## src/rtl/reg32_serializer_pkg.sv

```systemverilog
// rtl/reg32_serializer_pkg.sv - shared state type and default width for the serializer
package reg_pkg;

    localparam int REG_WIDTH = 32;

    typedef enum logic {
        IDLE  = 1'b0,
        SHIFT = 1'b1
    } state_t;

endpackage

```

## src/rtl/reg32_serializer_if.sv

```systemverilog
// rtl/reg32_serializer_if.sv - load handshake and serial output bundle
interface reg32_serializer_if
    import reg_pkg::*;
#(
    parameter int WIDTH = REG_WIDTH
);
    localparam int IW = $clog2(WIDTH);

    logic             load_valid;
    logic             load_ready;
    logic [WIDTH-1:0] data_in;
    logic             en;
    logic             serial_out;
    logic             serial_valid;
    logic             frame_start;
    logic             frame_end;
    logic [IW-1:0]    bit_index;

    // Upstream producer / downstream consumer side
    modport master (
        output load_valid, data_in, en,
        input  load_ready, serial_out, serial_valid, frame_start, frame_end, bit_index
    );

    // Serializer side
    modport slave (
        input  load_valid, data_in, en,
        output load_ready, serial_out, serial_valid, frame_start, frame_end, bit_index
    );

endinterface

```

## src/rtl/reg32_serializer_bit_down_counter.sv

```systemverilog
// rtl/reg32_serializer_bit_down_counter.sv - loadable down-counter with zero flag
module bit_down_counter #(
    parameter int W = 5
) (
    input  logic         clk_i,
    input  logic         clr_i,
    input  logic         load_i,
    input  logic [W-1:0] load_val_i,
    input  logic         dec_i,
    output logic [W-1:0] count_o,
    output logic         zero_o
);

    logic [W-1:0] count_q;
    logic [W-1:0] count_d;

    // Next count: load wins over decrement; clear is handled in the register
    always_comb begin
        count_d = count_q;
        if (load_i) begin
            count_d = load_val_i;
        end else if (dec_i) begin
            count_d = count_q - 1'b1;
        end
    end

    // Count register with synchronous clear
    always_ff @(posedge clk_i) begin
        if (clr_i) begin
            count_q <= '0;
        end else begin
            count_q <= count_d;
        end
    end

    assign count_o = count_q;
    assign zero_o  = (count_q == '0);

endmodule

```

## src/rtl/reg32_serializer.sv

```systemverilog
// rtl/reg32_serializer.sv - parallel-in serial-out unloader with frame markers
module reg32_serializer
    import reg_pkg::*;
#(
    parameter int WIDTH     = REG_WIDTH,
    parameter bit MSB_FIRST = 1'b1
) (
    input  logic              clk_i,
    input  logic              rst_i,
    reg32_serializer_if.slave bus
);

    localparam int            IW      = $clog2(WIDTH);
    localparam logic [IW-1:0] TOP_IDX = IW'(WIDTH - 1);

    state_t           state_q;
    state_t           state_d;
    logic [WIDTH-1:0] shreg_q;
    logic [WIDTH-1:0] shreg_d;
    logic             cnt_load;
    logic             cnt_dec;
    logic [IW-1:0]    cnt;
    logic             cnt_zero;
    logic             load_ready;
    logic             load_fire;
    logic             in_shift;

    bit_down_counter #(
        .W (IW)
    ) u_bit_cnt (
        .clk_i      (clk_i),
        .clr_i      (rst_i),
        .load_i     (cnt_load),
        .load_val_i (TOP_IDX),
        .dec_i      (cnt_dec),
        .count_o    (cnt),
        .zero_o     (cnt_zero)
    );

    // Ready when idle, or when the last bit is being consumed so frames abut
    assign load_ready = !rst_i && ((state_q == IDLE) || (cnt_zero && bus.en));
    assign load_fire  = bus.load_valid && load_ready;

    // Next state, shift register and counter controls
    always_comb begin
        state_d  = state_q;
        shreg_d  = shreg_q;
        cnt_load = 1'b0;
        cnt_dec  = 1'b0;
        if (load_fire) begin
            state_d  = SHIFT;
            shreg_d  = bus.data_in;
            cnt_load = 1'b1;
        end else if ((state_q == SHIFT) && bus.en) begin
            if (!cnt_zero) begin
                cnt_dec = 1'b1;
                if (MSB_FIRST) begin
                    shreg_d = {shreg_q[WIDTH-2:0], 1'b0};
                end else begin
                    shreg_d = {1'b0, shreg_q[WIDTH-1:1]};
                end
            end else begin
                state_d = IDLE;
                shreg_d = '0;
            end
        end
    end

    // State and shift register; reset drops any word in flight
    always_ff @(posedge clk_i) begin
        if (rst_i) begin
            state_q <= IDLE;
            shreg_q <= '0;
        end else begin
            state_q <= state_d;
            shreg_q <= shreg_d;
        end
    end

    assign in_shift         = (state_q == SHIFT);
    assign bus.load_ready   = load_ready;
    assign bus.serial_valid = in_shift;
    assign bus.serial_out   = in_shift && (MSB_FIRST ? shreg_q[WIDTH-1] : shreg_q[0]);
    assign bus.frame_start  = in_shift && (cnt == TOP_IDX);
    assign bus.frame_end    = in_shift && cnt_zero;
    assign bus.bit_index    = cnt;

endmodule

```

## src/flat_wrapper.sv

```systemverilog
// flat-port wrapper written by rule: the top's interface ports become plain ports
module reg32_serializer_flat import reg_pkg::*;
#(
    parameter int WIDTH     = REG_WIDTH,
    parameter bit MSB_FIRST = 1'b1
)
  (clk_i, rst_i, bus_load_valid, bus_data_in, bus_en, bus_load_ready, bus_serial_out, bus_serial_valid, bus_frame_start, bus_frame_end, bus_bit_index);
  reg32_serializer_if #(.WIDTH(WIDTH)) bus_i ();
  input  logic clk_i;
  input  logic rst_i;
  input wire logic [$bits(bus_i.load_valid)-1:0] bus_load_valid;
  input wire logic [$bits(bus_i.data_in)-1:0] bus_data_in;
  input wire logic [$bits(bus_i.en)-1:0] bus_en;
  output wire logic [$bits(bus_i.load_ready)-1:0] bus_load_ready;
  output wire logic [$bits(bus_i.serial_out)-1:0] bus_serial_out;
  output wire logic [$bits(bus_i.serial_valid)-1:0] bus_serial_valid;
  output wire logic [$bits(bus_i.frame_start)-1:0] bus_frame_start;
  output wire logic [$bits(bus_i.frame_end)-1:0] bus_frame_end;
  output wire logic [$bits(bus_i.bit_index)-1:0] bus_bit_index;
  assign bus_i.load_valid = bus_load_valid;
  assign bus_i.data_in = bus_data_in;
  assign bus_i.en = bus_en;
  assign bus_load_ready = bus_i.load_ready;
  assign bus_serial_out = bus_i.serial_out;
  assign bus_serial_valid = bus_i.serial_valid;
  assign bus_frame_start = bus_i.frame_start;
  assign bus_frame_end = bus_i.frame_end;
  assign bus_bit_index = bus_i.bit_index;
  reg32_serializer #(.WIDTH(WIDTH), .MSB_FIRST(MSB_FIRST)) u_core (.clk_i(clk_i), .rst_i(rst_i), .bus(bus_i));
endmodule
```

## config.mk

```make
export PLATFORM = sky130hd
export DESIGN_NAME = reg32_serializer_flat
export DESIGN_NICKNAME = d
export VERILOG_FILES = /design/src/rtl/reg32_serializer_pkg.sv /design/src/rtl/reg32_serializer_if.sv /design/src/rtl/reg32_serializer_bit_down_counter.sv /design/src/rtl/reg32_serializer.sv /design/src/flat_wrapper.sv
export SDC_FILE = /design/constraint.sdc
export NUM_CORES = 1
export LEC_CHECK = 0
export CAP_MARGIN = 20
export CELL_PAD_IN_SITES_DETAIL_PLACEMENT = 0
export CELL_PAD_IN_SITES_GLOBAL_PLACEMENT = 1
export CORE_MARGIN = 2
export CORE_UTILIZATION = 39
export DETAILED_ROUTE_END_ITERATION = 10
export PLACE_DENSITY = 0.85
export SLEW_MARGIN = 40
export SYNTH_ARGS = -nofsm -noshare
export SYNTH_HDL_FRONTEND = slang
export SYNTH_SLANG_ARGS = --single-unit
```

## constraint.sdc

```tcl
create_clock -name clk_i -period 3.16 [get_ports clk_i]
set_input_delay 0.632 -clock clk_i [delete_from_list [all_inputs] [get_ports clk_i]]
set_output_delay 0.632 -clock clk_i [all_outputs]
set_load 0.01 [all_outputs]
```

==> flow_summary.json, run 1 <==
{
  "start_util_pct": 40.75,
  "syn_nets": 227,
  "dpl.cell_count": 277,
  "postSynthCellCount": 189,
  "gp_congestion": 0.7493,
  "clock-sinks": 38,
  "cts_hold_buf": 0,
  "drive_above_1_share_pct": 15.88,
  "ctsResizeCount": 0,
  "num_rows": 24,
  "grt_max_degree": 25,
  "critical_path_class": "reg2out",
  "end_kind": "output port",
  "cts_buffers": 5,
  "synth-edff-count": 0,
  "drv_slew": 0,
  "vias_per_cell": 5.319,
  "min_to": "u_core.shreg_q[4]",
  "drtPass1Iterations": 4,
  "die_w_um": 71.45,
  "final_cell_mix": "clkdlybuf4s50_1, dfxtp_1, nand2_1, nor2_1, a22oi_1",
  "ios": 46,
  "synth-async-reset-ratio_pct": 0,
  "arrival_ns": 2.13,
  "cts_setup_buffers": 0,
  "period_needed_ns": 2.763,
  "min_path_cells": 2,
  "wl_um": 4008,
  "timing.fmax_mhz": 361.9,
  "cp.required_ns": 2.53,
  "power-per-cell-area_mw_per_mm2": 493.8,
  "hpwlAfterDp_um": 2833,
  "grt_setup_unrepaired": "no",
  "cap_violations": 0,
  "track_usage_pct": 16.48,
  "ant_nets": 0,
  "r2r_slack_ns": 1.03,
  "finalSetupTns_ns": 0,
  "fp.dieH_um": 71.45,
  "route.detailed.drc": 0,
  "dieArea_sq_mm": 0.005105,
  "final_core_util_pct": 53.68,
  "startpoint": "u_core.u_bit_cnt.count_o[0]",
  "cp_max_fo": 5,
  "avgSynthCellArea_sq_um": 9.387,
  "layoutNonFillerInstCount": 285,
  "hold_path_startpoint": "u_core.shreg_q[3]",
  "ys_seq_elements": 38,
  "areaGrowthSynthToFinish_pct": 31.73,
  "cts.htree.levels": 2,
  "grt.overflow.total": 0,
  "setup_viol": 0,
  "clk_pin_slew_ns": 0.07,
  "p_leak_uw": 0.0008558,
  "irDropWorstVdd_v": 0.0002256,
  "synth_ff_type": "dfxtp_1",
  "clock_path_buffers": 2,
  "slew_headroom_pct": 48.35,
  "final_common_cell": "clkdlybuf4s50_1",
  "status": "completed",
  "reg2reg_depth": 7,
  "clock_tree.root_cell": "clkbuf_8",
  "routed-via-count": 1516,
  "yosys_warnings": 0,
  "ys_seq_area_share_pct": 42.88,
  "post_drt_wl_per_cell_um": 14.06,
  "worstSetupStartpointType": "register",
  "min_path_type": "reg2reg",
  "io_buffers": 45,
  "diodes": 0,
  "antenna_found_initial": 0,
  "skew_ns": 0.01032,
  "cts_tree": "built",
  "insertion_delay_ns": 0.29,
  "fin_crit_sh_pct": 87.45,
  "tightest_slew_ns": 0.7739,
  "final_hold_viol_count": 0,
  "final_nets": 270,
  "coreArea_sq_mm": 0.004354,
  "reg2reg_to": "u_core.shreg_q[9]",
  "worstReg2RegStart": "u_core.u_bit_cnt.count_o[0]",
  "syn_area_sq_mm": 0.001774,
  "synth_cell_types": 34,
  "grt_pass1_vias": 1348,
  "drt-initial-drc-count": 126,
  "grt_first_pass_wirelength_um": 6610
}
## worst max path at each step
| stage | endpoint | slack [ns] | depth (start not counted) |
|---|---|---|---|
| detailed placement | bus_load_ready | 0.46 | 5 |
| CTS | bus_load_ready | 0.36 | 7 |
| finish | bus_load_ready | 0.40 | 7 |
| floorplan | bus_load_ready | 1.08 | 8 |
| global route | bus_load_ready | 0.25 | 7 |
| global placement | bus_load_ready | 0.46 | 5 |
## flip-flops by register name (all words and copies together) (netlist names)
register	flops
u_core.bus.serial_valid	1
u_core.shreg_q	32
u_core.u_bit_cnt.count_o	5
## layer usage
layer,part of all wire (%),global-route usage (%),vias to the layer above
met5,0,0,-
met4,1.3,4.403,0
met3,3.8,4.923,5
met2,43,22.53,27
met1,52,25.07,698
li1,-,-,786
## where the power goes
part	internal, uW	switching, uW
sequential	525	39.2
combinational	124	123
clock	176	167
total	824	330
## area by class of cell
class / count / area, sq um
multi-input cells: 133 / 913.4
flip-flops and latches: 38 / 760.7
clock inverters: 1 / 5.005
inverters: 3 / 11.26
clock buffers: 7 / 86.33
well taps: 52 / 65.06
fillers: 418 / 2017
repair buffers: 51 / 495.5
## stage by stage
stage	instance area (sq um)	hold WS, ns	power [uW]	setup slack [ns]
after CTS	2337	0.4853	1167	0.3565
after detailed placement	2246	0.4682	822.4	0.4581
after global placement	2233	0.4575	815.5	0.4643
after global routing	2337	0.5179	1211	0.2517
after floorplan	1774	0.4485	723.5	1.084
final	2337	0.4823	1154	0.3966
## logic make-up after synthesis
| kind of cell | after synthesis | synth area share, % |
|---|---|---|
| and+or+nand+nor | 68 | 21.16 |
| AOI/OAI and AO/OA | 62 | 27.72 |
| DFF | 38 | 42.88 |
| buffers and inverters | 18 | 6.347 |
| adders and majority gates | 2 | 1.410 |
| xor gates and xnor gates | 1 | 0.4937 |
## Yosys cell counts (all sizes together) (2+ instances only)
cell type / n / share of area [%]
a21oi: 5 / 1.4
a221oi: 14 / 10
a22oi: 18 / 7.6
a31oi: 3 / 1.1
and2: 2 / 0.71
buf: 11 / 4.9
clkbuf: 4 / 0.85
dfxtp: 38 / 43
ha: 2 / 1.4
inv: 3 / 0.63
nand2: 19 / 4.0
nand3: 2 / 0.56
nor2: 20 / 4.4
nor3: 16 / 7.3
nor3b: 2 / 1.1
o21ai: 19 / 5.4
or3: 2 / 0.71
## critical path, stage by stage (launching register included)
cell	delay, ns
dfxtp_1	0.36
inv_1	0.07
ha_1	0.16
nor4b_2	0.26
a21boi_1	0.13
or2_1	0.26
inv_1	0.07
clkdlybuf4s50_1	0.53
No activity file was read; power rests on OpenSTA's default activity.
==> run 2: changes to the inputs <==
- CORE_UTILIZATION: 39 -> 36
- PLACE_DENSITY: 0.85 -> 0.89
- clock period: 3.16 -> 2.94 ns (I/O delays scaled with it)
==> flow_summary.json, run 2 (synthesized netlist as in run 1, its figures left out) <==
{
  "drv_slew": 0,
  "insertion_delay_ns": 0.28,
  "worstSetupStartpointType": "register",
  "pre_cts_slack_ns": 0.3426,
  "die_w_um": 74.20,
  "period_needed_ns": 2.676,
  "cts.htree.levels": 2,
  "drive_above_1_share_pct": 16.31,
  "path_common_cell": "inv_1",
  "hold_slack_ns": 0.4850,
  "p_sw_uw": 353.2,
  "min_path_type": "reg2reg",
  "routed-via-count": 1535,
  "largest_reg_flops": 32,
  "status": "completed",
  "r2r_slack_ns": 0.79,
  "clock_tree.root_cell": "clkbuf_8",
  "ant_nets": 0,
  "grt_first_pass_wirelength_um": 6458,
  "p_leak_uw": 0.0008654,
  "seqPwrFrac_pct": 46.6,
  "cap_violations": 0,
  "tightest_slew_ns": 0.8206,
  "hold_path_startpoint": "u_core.shreg_q[6]",
  "clk_pin_slew_ns": 0.07,
  "reg2reg_to": "u_core.shreg_q[31]",
  "fin_ws_ns": 0.2635,
  "route.detailed.drc": 0,
  "start_util_pct": 37.56,
  "setup_viol": 0,
  "vias_per_cell": 5.117,
  "cp.required_ns": 2.35,
  "end_kind": "output port",
  "post_drt_wl_per_cell_um": 13.19,
  "critical_path_class": "reg2out",
  "clock-sinks": 38,
  "min_to": "u_core.shreg_q[7]",
  "regArea_sq_um": 760.7,
  "slew_headroom_pct": 45.29,
  "drt-initial-drc-count": 99,
  "crit_chain": "inv_1 -> ha_1 -> nor4b_2 -> a21boi_1 -> or2_1 -> inv_1 -> clkdlybuf4s50_1",
  "final_nets": 270,
  "final_hold_viol_count": 0,
  "top_register": "u_core.shreg_q",
  "crit_path_max_incr_delay_ns": 0.53,
  "dieArea_sq_mm": 0.005506,
  "worstReg2RegStart": "u_core.u_bit_cnt.count_o[0]",
  "areaGrowthSynthToFinish_pct": 33.78,
  "final_core_util_pct": 50.25,
  "io_buffers": 45,
  "skew_ns": 0.005292,
  "clock_path_buffers": 2,
  "diodes": 0,
  "p_comb_share_pct": 20.4,
  "crit_path_top_delay_cell": "clkdlybuf4s50_1",
  "arrival_ns": 2.09,
  "clockPowerShare_pct": 33.1,
  "drtPass1Iterations": 5,
  "cts_tree": "built",
  "timing.fmax_mhz": 373.6,
  "fillers": 458,
  "gp_congestion": 0.7310,
  "finalSetupTns_ns": 0,
  "num_rows": 25,
  "cts_hold_buf": 0,
  "fin_crit_sh_pct": 91.04,
  "final_cell_mix": "clkdlybuf4s50_1, dfxtp_1, nand2_1, nor2_1, a22oi_1",
  "grt_pass1_vias": 1331,
  "fp.dieH_um": 74.20,
  "power-per-cell-area_mw_per_mm2": 547.6,
  "cp_max_fo": 5,
  "reg2reg_depth": 7,
  "internal_power_uw": 946.6,
  "multiInputGateArea_sq_um": 913.4,
  "coreArea_sq_mm": 0.004723,
  "hpwlAfterDp_um": 2772,
  "ios": 46,
  "min_path_cells": 2,
  "grt_max_degree": 24,
  "cts_buffers": 5,
  "cts_setup_buffers": 0,
  "grt_setup_unrepaired": "no",
  "grt.overflow.total": 0,
  "final_common_cell": "clkdlybuf4s50_1",
  "antenna_found_initial": 0,
  "track_usage_pct": 15.28,
  "sw_frac_of_total_pct": 27.18,
  "wl_um": 3956,
  "irDropWorstVdd_v": 0.0002412,
  "ctsResizeCount": 0
}
## run 2: cell count changes in the layout (fill, tap and decap cells not counted), sizes merged
cell / before / now
clkinv: 1 / 2
clkbuf: 7 / 5
bufinv: 0 / 1
## run 2: power by group through the flow
stage	Clock, uW	Combinational, uW	Sequential, uW
5_1_grt	461	292	612
2_1_floorplan	0	171	607
3_3_place_gp	0	261	615
3_5_place_dp	0	266	616
6_report	430	265	605
4_1_cts	439	268	605
## run 2: worst max-delay path by stage
stage / to / start / slack, ns
final: bus_load_ready / u_core.u_bit_cnt.count_o[0] / 0.26
after global routing: bus_load_ready / u_core.u_bit_cnt.count_o[0] / 0.08
after CTS: bus_load_ready / u_core.u_bit_cnt.count_o[0] / 0.22
after detailed placement: u_core.shreg_q[13] / bus_load_valid / 0.34
after global placement: bus_load_ready / bus_en / 0.33
after floorplan: bus_load_ready / u_core.u_bit_cnt.count_o[0] / 0.91
## run 2: area by class of cell
type | count | area share (%)
clock buffer | 5 | 2.899
clock inverter | 3 | 1.687
inverter | 3 | 0.4744
multi-input combinational | 133 | 38.48
sequential | 38 | 32.05
tap | 67 | 3.532
timing repair buffer | 51 | 20.88
## run 2: per-stage QoR
| step | cell area, sq um | total power (uW) | cells |
|---|---|---|---|
| CTS | 2374 | 1311 | 300 |
| detailed placement | 2265 | 882.5 | 292 |
| floorplan | 1774 | 777.6 | 189 |
| finish | 2374 | 1300 | 300 |
| global route | 2374 | 1365 | 300 |
| global placement | 2252 | 875.9 | 292 |
## run 2: layer usage
metal	wire, um	track usage, %	part of all wire [%]	vias to the layer above
li1	-	-	-	780
met1	1914	23.10	48	714
met2	1797	20.93	45	39
met3	219	4.878	5.5	2
met4	25	3.636	0.63	0
met5	0	0	0	-
## run 2: worst max-delay path: cells and delay by family (launching register included)
family,cells,cell delay (ns)
adder cells (fa/ha/maj),1,0.15
AND/OR/NAND/NOR,2,0.51
AO/OA/AOI/OAI,1,0.13
buffers and inverters,3,0.67
flip-flops,1,0.36
==> run 3: changes to the inputs <==
- CORE_MARGIN: 2 -> default
- SLEW_MARGIN: 40 -> default
==> flow_summary.json, run 3 (synthesized netlist as in run 1, its figures left out) <==
{
  "end_kind": "output port",
  "cp.required_ns": 2.35,
  "start_util_pct": 37.56,
  "fin_ws_ns": 0.2072,
  "fillers": 453,
  "clock-sinks": 38,
  "pre_cts_slack_ns": 0.2925,
  "fin_area_sq_mm": 0.002344,
  "finalSetupTns_ns": 0,
  "clock_path_buffers": 2,
  "largest_reg_flops": 32,
  "critPathCapture": "bus_load_ready",
  "die_w_um": 72.20,
  "fp.dieH_um": 72.20,
  "reg2reg_depth": 7,
  "timing.fmax_mhz": 365.9,
  "drv_slew": 0,
  "ant_nets": 0,
  "grt_first_pass_wirelength_um": 6561,
  "arrival_ns": 2.14,
  "cts_setup_buffers": 0,
  "fin_crit_sh_pct": 92.95,
  "skew_ns": 0.01024,
  "insertion_delay_ns": 0.29,
  "cts_hold_buf": 0,
  "status": "completed",
  "final_hold_viol_count": 0,
  "setup_viol": 0,
  "vias_per_cell": 5.127,
  "grt.overflow.total": 0,
  "p_leak_uw": 0.0008541,
  "track_usage_pct": 16.20,
  "coreArea_sq_mm": 0.004723,
  "critical_path_class": "reg2out",
  "route.detailed.drc": 0,
  "reg2reg_to": "u_core.shreg_q[6]",
  "placed_area_sq_mm": 0.002252,
  "drt-initial-drc-count": 146,
  "cts_tree": "built",
  "cts.htree.levels": 2,
  "worstSetupStartpointType": "register",
  "ctsResizeCount": 0,
  "grt_pass1_vias": 1394,
  "min_path_cells": 2,
  "tightest_slew_ns": 1.003,
  "final_common_cell": "clkdlybuf4s50_1",
  "r2r_slack_ns": 0.70,
  "top_register": "u_core.shreg_q",
  "final_cell_mix": "clkdlybuf4s50_1, dfxtp_1, nand2_1, nor2_1, a22oi_1",
  "drive_above_1_share_pct": 15.88,
  "hpwlAfterDp_um": 2811,
  "slew_headroom_pct": 32.77,
  "gp_congestion": 0.7218,
  "grt_max_degree": 25,
  "areaGrowthSynthToFinish_pct": 32.09,
  "dieArea_sq_mm": 0.005213,
  "min_path_type": "reg2reg",
  "antenna_found_initial": 0,
  "startpoint": "u_core.u_bit_cnt.count_o[0]",
  "diodes": 0,
  "grt_setup_unrepaired": "no",
  "cp_max_fo": 5,
  "wl_um": 3949,
  "irDropWorstVdd_v": 0.0002883,
  "period_needed_ns": 2.733,
  "worstReg2RegStart": "u_core.u_bit_cnt.count_o[0]",
  "post_drt_wl_per_cell_um": 13.16,
  "cts_buffers": 5,
  "clk_pin_slew_ns": 0.06,
  "io_buffers": 45,
  "clock_tree.root_cell": "clkbuf_8",
  "ios": 46,
  "final_nets": 270,
  "power-per-cell-area_mw_per_mm2": 526.2,
  "num_rows": 25,
  "drtPass1Iterations": 5,
  "cap_violations": 0,
  "routed-via-count": 1538
}
run 3: cell count changes in the layout (fill, tap and decap cells not counted), sizes merged:
cell	previous run	this run
clkinv	2	1
clkbuf	5	7
bufinv	1	0
run 3: worst max-delay path: stages, from the launching register on:
cell	delay (ns)
dfxtp_1	0.37
inv_1	0.09
ha_1	0.17
nor4b_2	0.23
a21boi_1	0.12
or2_1	0.28
inv_1	0.07
clkdlybuf4s50_1	0.53
run 3: per-stage QoR:
stage / hold WS [ns] / std cells / utilization, % / total power (uW)
4_1_cts: 0.4853 / 300 / 49.62 / 1248
5_1_grt: 0.5092 / 300 / 49.62 / 1296
6_report: 0.4797 / 300 / 49.62 / 1233
2_1_floorplan: 0.4485 / 189 / - / 777.6
3_5_place_dp: 0.4701 / 292 / 47.68 / 880.7
3_3_place_gp: 0.4582 / 292 / 47.68 / 875.7
run 3: cell type report:
cell class	count	area, sq um	area share (%)
clock buffers	7	86.33	3.684
well taps	67	83.83	3.577
repair buffers	51	495.5	21.14
inverters	3	11.26	0.4805
flip-flops and latches	38	760.7	32.46
multi-input cells	133	900.9	38.44
clock inverters	1	5.005	0.2136
run 3: layer usage:
metal	vias to the layer above	track usage, %	wire [um]
met5	-	0	0
met4	0	8.061	107
met3	10	3.472	210
met2	37	23.57	1664
met1	710	22.62	1966
li1	781	-	-
run 3: where the power goes:
group	internal, uW	switching, uW	total [uW]
logic	132	130	262
clock network	189	176	365
registers	564	42.0	606
total	885	348	1230
run 3: worst min-delay path by stage:
stage | endpoint | startpoint | slack [ns]
6_report | u_core.shreg_q[11] | u_core.shreg_q[10] | 0.48
2_1_floorplan | u_core.shreg_q[11] | u_core.shreg_q[10] | 0.45
4_1_cts | u_core.shreg_q[11] | u_core.shreg_q[10] | 0.49
3_5_place_dp | u_core.shreg_q[11] | u_core.shreg_q[10] | 0.47
5_1_grt | u_core.shreg_q[11] | u_core.shreg_q[10] | 0.51
3_3_place_gp | u_core.shreg_q[11] | u_core.shreg_q[10] | 0.46
==> variant 1 (flow settings as in run 2) <==
`MSB_FIRST` is set to 1'b1 in 2 places; all go to 1'b0.
--- a/src/rtl/reg32_serializer.sv
+++ b/src/rtl/reg32_serializer.sv
@@ -5,3 +5,3 @@
     parameter int WIDTH     = REG_WIDTH,
-    parameter bit MSB_FIRST = 1'b1
+    parameter bit MSB_FIRST = 1'b0
 ) (
--- a/src/flat_wrapper.sv
+++ b/src/flat_wrapper.sv
@@ -4,3 +4,3 @@
     parameter int WIDTH     = REG_WIDTH,
-    parameter bit MSB_FIRST = 1'b1
+    parameter bit MSB_FIRST = 1'b0
 )
Behaviour: not the same (Yosys sat finds a counterexample within 4 cycles, from zero or initial values and one cycle with rst_i high).
==> variant 1 against run 2 <==
- fmax increased by 1.8%
- total power decreased by 6.1%
- largest cell class unchanged
- combinational power decreased by 3%
- wire length is 5.5% lower
- setup slack gained 0.048 ns
- synthesized cell count fell by 5.3%
- area after synthesis fell by 8.3%
- cell area shrank 5.7%
- sequential cell count stayed put
- critical path depth shrank 1
==> variant 1: results (changes against run 2) <==
{| class="wikitable"
! Metric !! Value
|-
| Status || finished, final reports clean
|-
| Slack of the worst reg-to-reg path || 0.92 ns (+0.13 ns)
|-
| Highest ir drop seen on vdd || 0.000280 V (+16%)
|-
| Sequential area share after synthesis || 46.8% (+3.9 points)
|-
| Last weighted congestion value of the routability-driven placer || 0.720 (-1.5%)
|-
| Gate Count Post-Synth || 179 (-5.3%)
|-
| Count of vias placed by the detailed router || 1,488 (-3.1%)
|-
| Final worst hold slack || 0.483 ns (-0.00209 ns)
|-
| Post-synthesis share of cell area spent on xor and xnor gates || 1.08% (+0.58 points)
|-
| M1 wire length || 1730 um (-9.4%)
|-
| Syn_nets || 217 (-4.4%)
|-
| Met2 WL || 1800 um (+0.17%)
|-
| Number of distinct standard cells referenced by the synthesized netlist || 36 (+5.9%)
|-
| Global router's overall resource usage || 15.7% (+0.42 points)
|-
| Met3 capacity usage during global routing || 4.78% (-0.096 points)
|-
| Post-synthesis compound-gate area fraction || 25.4% (-2.3 points)
|-
| Hold worst-path end || u_core.shreg_q[29]
|-
| Vias in the first global route || 1,365 (+2.6%)
|-
| Register-to-Register Path Depth || 8 (+1)
|-
| Largest cells by area after synthesis || sky130_fd_sc_hd__dfxtp_1 (47%), sky130_fd_sc_hd__nand2_1 (9.9%), sky130_fd_sc_hd__o221ai_1 (8.6%)
|-
| Synth cell count leaders || sky130_fd_sc_hd__nand2_1 (43), sky130_fd_sc_hd__dfxtp_1 (38), sky130_fd_sc_hd__o221ai_1 (16), sky130_fd_sc_hd__a221o_1 (9), sky130_fd_sc_hd__nor2_1 (9)
|-
| HPWL Detailed || 2570 um (-7.4%)
|-
| Fillers || 424 (-7.4%)
|-
| Number of DRC markers after the initial detailed-route iteration || 89 (-10%)
|-
| Total internal power || 903 uW (-4.6%)
|-
| Number of instances in the placed design || 272 (-6.8%)
|-
| End of the worst register-to-register path || u_core.shreg_q[10]
|-
| Met1 Track Usage GR || 21.6% (-1.5 points)
|-
| Data arrival time of the critical path || 2.04 ns (-0.05 ns)
|-
| Layout cell share with drive strength beyond 1 || 8.30% (-8.0 points)
|-
| Wirelength, routed || 3740 um (-5.5%)
|-
| Start of the worst register-to-register path || u_core.u_bit_cnt.count_o[1]
|-
| Global-route wire length before repair || 6270 um (-2.9%)
|-
| Hold Startpoint || u_core.shreg_q[30]
|-
| Measured slew at the worst slew-check pin || 0.577 ns (-0.244 ns)
|}
## variant 1: cell types whose count changed in the layout (fill, tap and decap cells not counted), sizes merged, moves of 9 or more
cell,delta
nand2,+24
o221ai,+16
a221oi,-14
nor3,-13
a22oi,-12
o21ai,-12
nor2,-10
a221o,+9
## variant 1: kinds of logic after synthesis
logic type / Yosys count
buf+inv: 13
fa+ha+maj: 2
flops: 38
xor+xnor: 2
compound gates: 50
simple gates: 74
## variant 1: power by group through the flow
stage | Clock [mW] | Sequential, mW | Combinational, mW
floorplan | 0 | 0.626 | 0.138
global placement | 0 | 0.630 | 0.244
detailed placement | 0 | 0.631 | 0.248
CTS | 0.354 | 0.620 | 0.249
global route | 0.381 | 0.627 | 0.288
finish | 0.344 | 0.620 | 0.257
## variant 1: through the flow
stage	instance area [um2]	setup WS (ns)	total power, mW	util, %
finish	2240	0.311	1.22	51.4
global route	2240	0.120	1.30	51.4
CTS	2220	0.145	1.22	50.9
detailed placement	2130	0.394	0.879	49.0
global placement	2130	0.395	0.873	49.0
floorplan	1630	1.00	0.764	-
## variant 1: final cells by class
class                           count  area (um2)  share of cell area (%)
Inverter                            3        11.3                   0.503
Sequential cell                    38         761                    34.0
Tap cell                           52        65.1                    2.91
Multi-Input combinational cell    128         801                    35.8
Clock buffer                        6        82.6                    3.69
Timing Repair Buffer               54         518                    23.1
## variant 1: worst max-delay path by stage
stage	depth (start not counted)	to	from	slack, ns
after detailed placement	4	bus_load_ready	bus_en	0.39
after floorplan	5	bus_load_ready	u_core.u_bit_cnt.count_o[0]	1.00
final	6	bus_load_ready	u_core.u_bit_cnt.count_o[0]	0.31
after global routing	6	bus_load_ready	u_core.u_bit_cnt.count_o[0]	0.12
after global placement	4	bus_load_ready	bus_en	0.40
after CTS	6	bus_load_ready	u_core.u_bit_cnt.count_o[0]	0.14
==> variant 2 (config.mk and constraints of run 2) <==
Without the edit above. Make the reset (`rst_i`) asynchronous in one clocked block.
--- a/src/rtl/reg32_serializer.sv
+++ b/src/rtl/reg32_serializer.sv
@@ -69,3 +69,3 @@
     // State and shift register; reset drops any word in flight
-    always_ff @(posedge clk_i) begin
+    always_ff @(posedge clk_i or posedge rst_i) begin
         if (rst_i) begin
Check against the original RTL: differs if rst_i is asserted again (counterexample within 4 cycles, from zero or initial values and one cycle with rst_i high); with rst_i held inactive, the same outputs for 10 cycles.
==> variant 2 against run 2 <==
- critical endpoint unchanged
- setup slack got worse by 0.10 ns
- cell area increased by 8.0%
- count of clock-buffer cells in the layout increased by 2
- via count increased by 4.4%
- die area increased by 11%
- critical path depth decreased by 2
- area after synthesis increased by 12%
- wire length increased by 20%
- sequential cell count unchanged
Power is not compared: it rests on default switching activity, and its combinational part moved more than twofold at a synthesized area within 25%.
==> variant 2: results (changes against run 2) <==
{| class="wikitable"
! Metric !! Value
|-
| Sequential area share after synthesis || 46.8% (+3.9 points)
|-
| Final nets || 252 (-6.7%)
|-
| Mean area per synthesized cell || 11.5 um2 (+23%)
|-
| Buffers inserted during post-CTS setup optimization || 0 (unchanged)
|-
| Fillers || 494 (+7.9%)
|-
| Global-route wire length before repair || 7870 um (+22%)
|-
| Largest net degree at the start of global routing || 34 (+42%)
|-
| Wire per inst || 16.7 um (+27%)
|-
| Crit-path max FO || 4 (-1)
|-
| Status || finished, final reports clean
|-
| Count of vias placed by the detailed router || 1,602 (+4.4%)
|-
| Pre-CTS setup slack || 0.154 ns (-0.188 ns)
|-
| Detailed Routing Iterations Pass 1 || 4 (-1)
|-
| Number of distinct standard cells referenced by the synthesized netlist || 42 (+24%)
|-
| Number of antenna repair diodes || 0 (unchanged)
|-
| Largest cells by area after synthesis || sky130_fd_sc_hd__dfrtp_1 (42%), sky130_fd_sc_hd__a221o_1 (11%), sky130_fd_sc_hd__or3_1 (6.0%)
|-
| Wirelength, routed || 4760 um (+20%)
|-
| Measured slew at the worst slew-check pin || 0.541 ns (-0.280 ns)
|-
| Number of DRC markers after the initial detailed-route iteration || 104 (+5.1%)
|-
| Data arrival time of the critical path || 2.19 ns (+0.10 ns)
|-
| Layout cell share with drive strength beyond 1 || 14.4% (-1.9 points)
|-
| Synth cell count leaders || sky130_fd_sc_hd__dfrtp_1 (33), sky130_fd_sc_hd__a221o_1 (22), sky130_fd_sc_hd__or3_1 (19), sky130_fd_sc_hd__and3_2 (12), sky130_fd_sc_hd__and3_1 (10)
|-
| Syn_nets || 210 (-7.5%)
|-
| HPWL Detailed || 3100 um (+12%)
|-
| Highest cell delay on the worst timing path || 0.56 ns (+0.03 ns)
|-
| # port buffers || 45 (unchanged)
|}
-- variant 2: report_power, final --
part	switching (mW)	total [mW]	leakage (nW)	internal, mW
Combinational	0.471	1.07	0.582	0.598
Clock	0.182	0.436	0.0524	0.254
Sequential	0.180	0.938	0.451	0.758
-- variant 2: cell families after synthesis --
kind of cell	synth area share [%]
AND/OR/NAND/NOR	25.3
flip-flops	46.8
adder cells (fa/ha/maj)	1.26
AO/OA/AOI/OAI	20.5
buffers and inverters	6.07
-- variant 2: layout make-up --
class / instances / share of cell area, %
clock buffers: 7 / 2.98
clock inverters: 1 / 1.17
inverters: 4 / 0.586
multi-input cells: 115 / 36.7
flip-flops and latches: 38 / 36.1
well taps: 70 / 3.42
repair buffers: 50 / 19.0
-- variant 2: per-stage QoR --
step	hold slack (ns)	area [um2]	util [%]
2_1_floorplan	0.470	1980	-
3_3_place_gp	0.477	2450	47.1
5_1_grt	0.515	2560	49.2
3_5_place_dp	0.487	2460	47.2
4_1_cts	0.502	2560	49.2
6_report	0.496	2560	49.2
-- variant 2: path summary, 6_finish.rpt --
check / slack, ns / from / to / cells past startpoint
max reg2reg: 1.02 / u_core.u_bit_cnt.count_o[0] / u_core.shreg_q[17] / 5
max: 0.16 / bus_en / bus_load_ready / 5
max in group asynchronous: 1.52 / rst_i / u_core.shreg_q[27] / 3
min in group asynchronous: 1.10 / rst_i / u_core.shreg_q[23] / 3
min reg2reg: 0.50 / u_core.shreg_q[22] / u_core.shreg_q[23] / 1
min: 0.50 / u_core.shreg_q[22] / u_core.shreg_q[23] / 1
-- variant 2: layer usage --
layer	share of wire, %	routed length, um	up-vias	track usage [%]
met3	5.7	270	4	6.09
met4	0.65	31	0	2.98
met5	0	0	-	0
met1	48	2300	792	22.5
met2	45	2160	40	24.6
li1	-	-	766	-
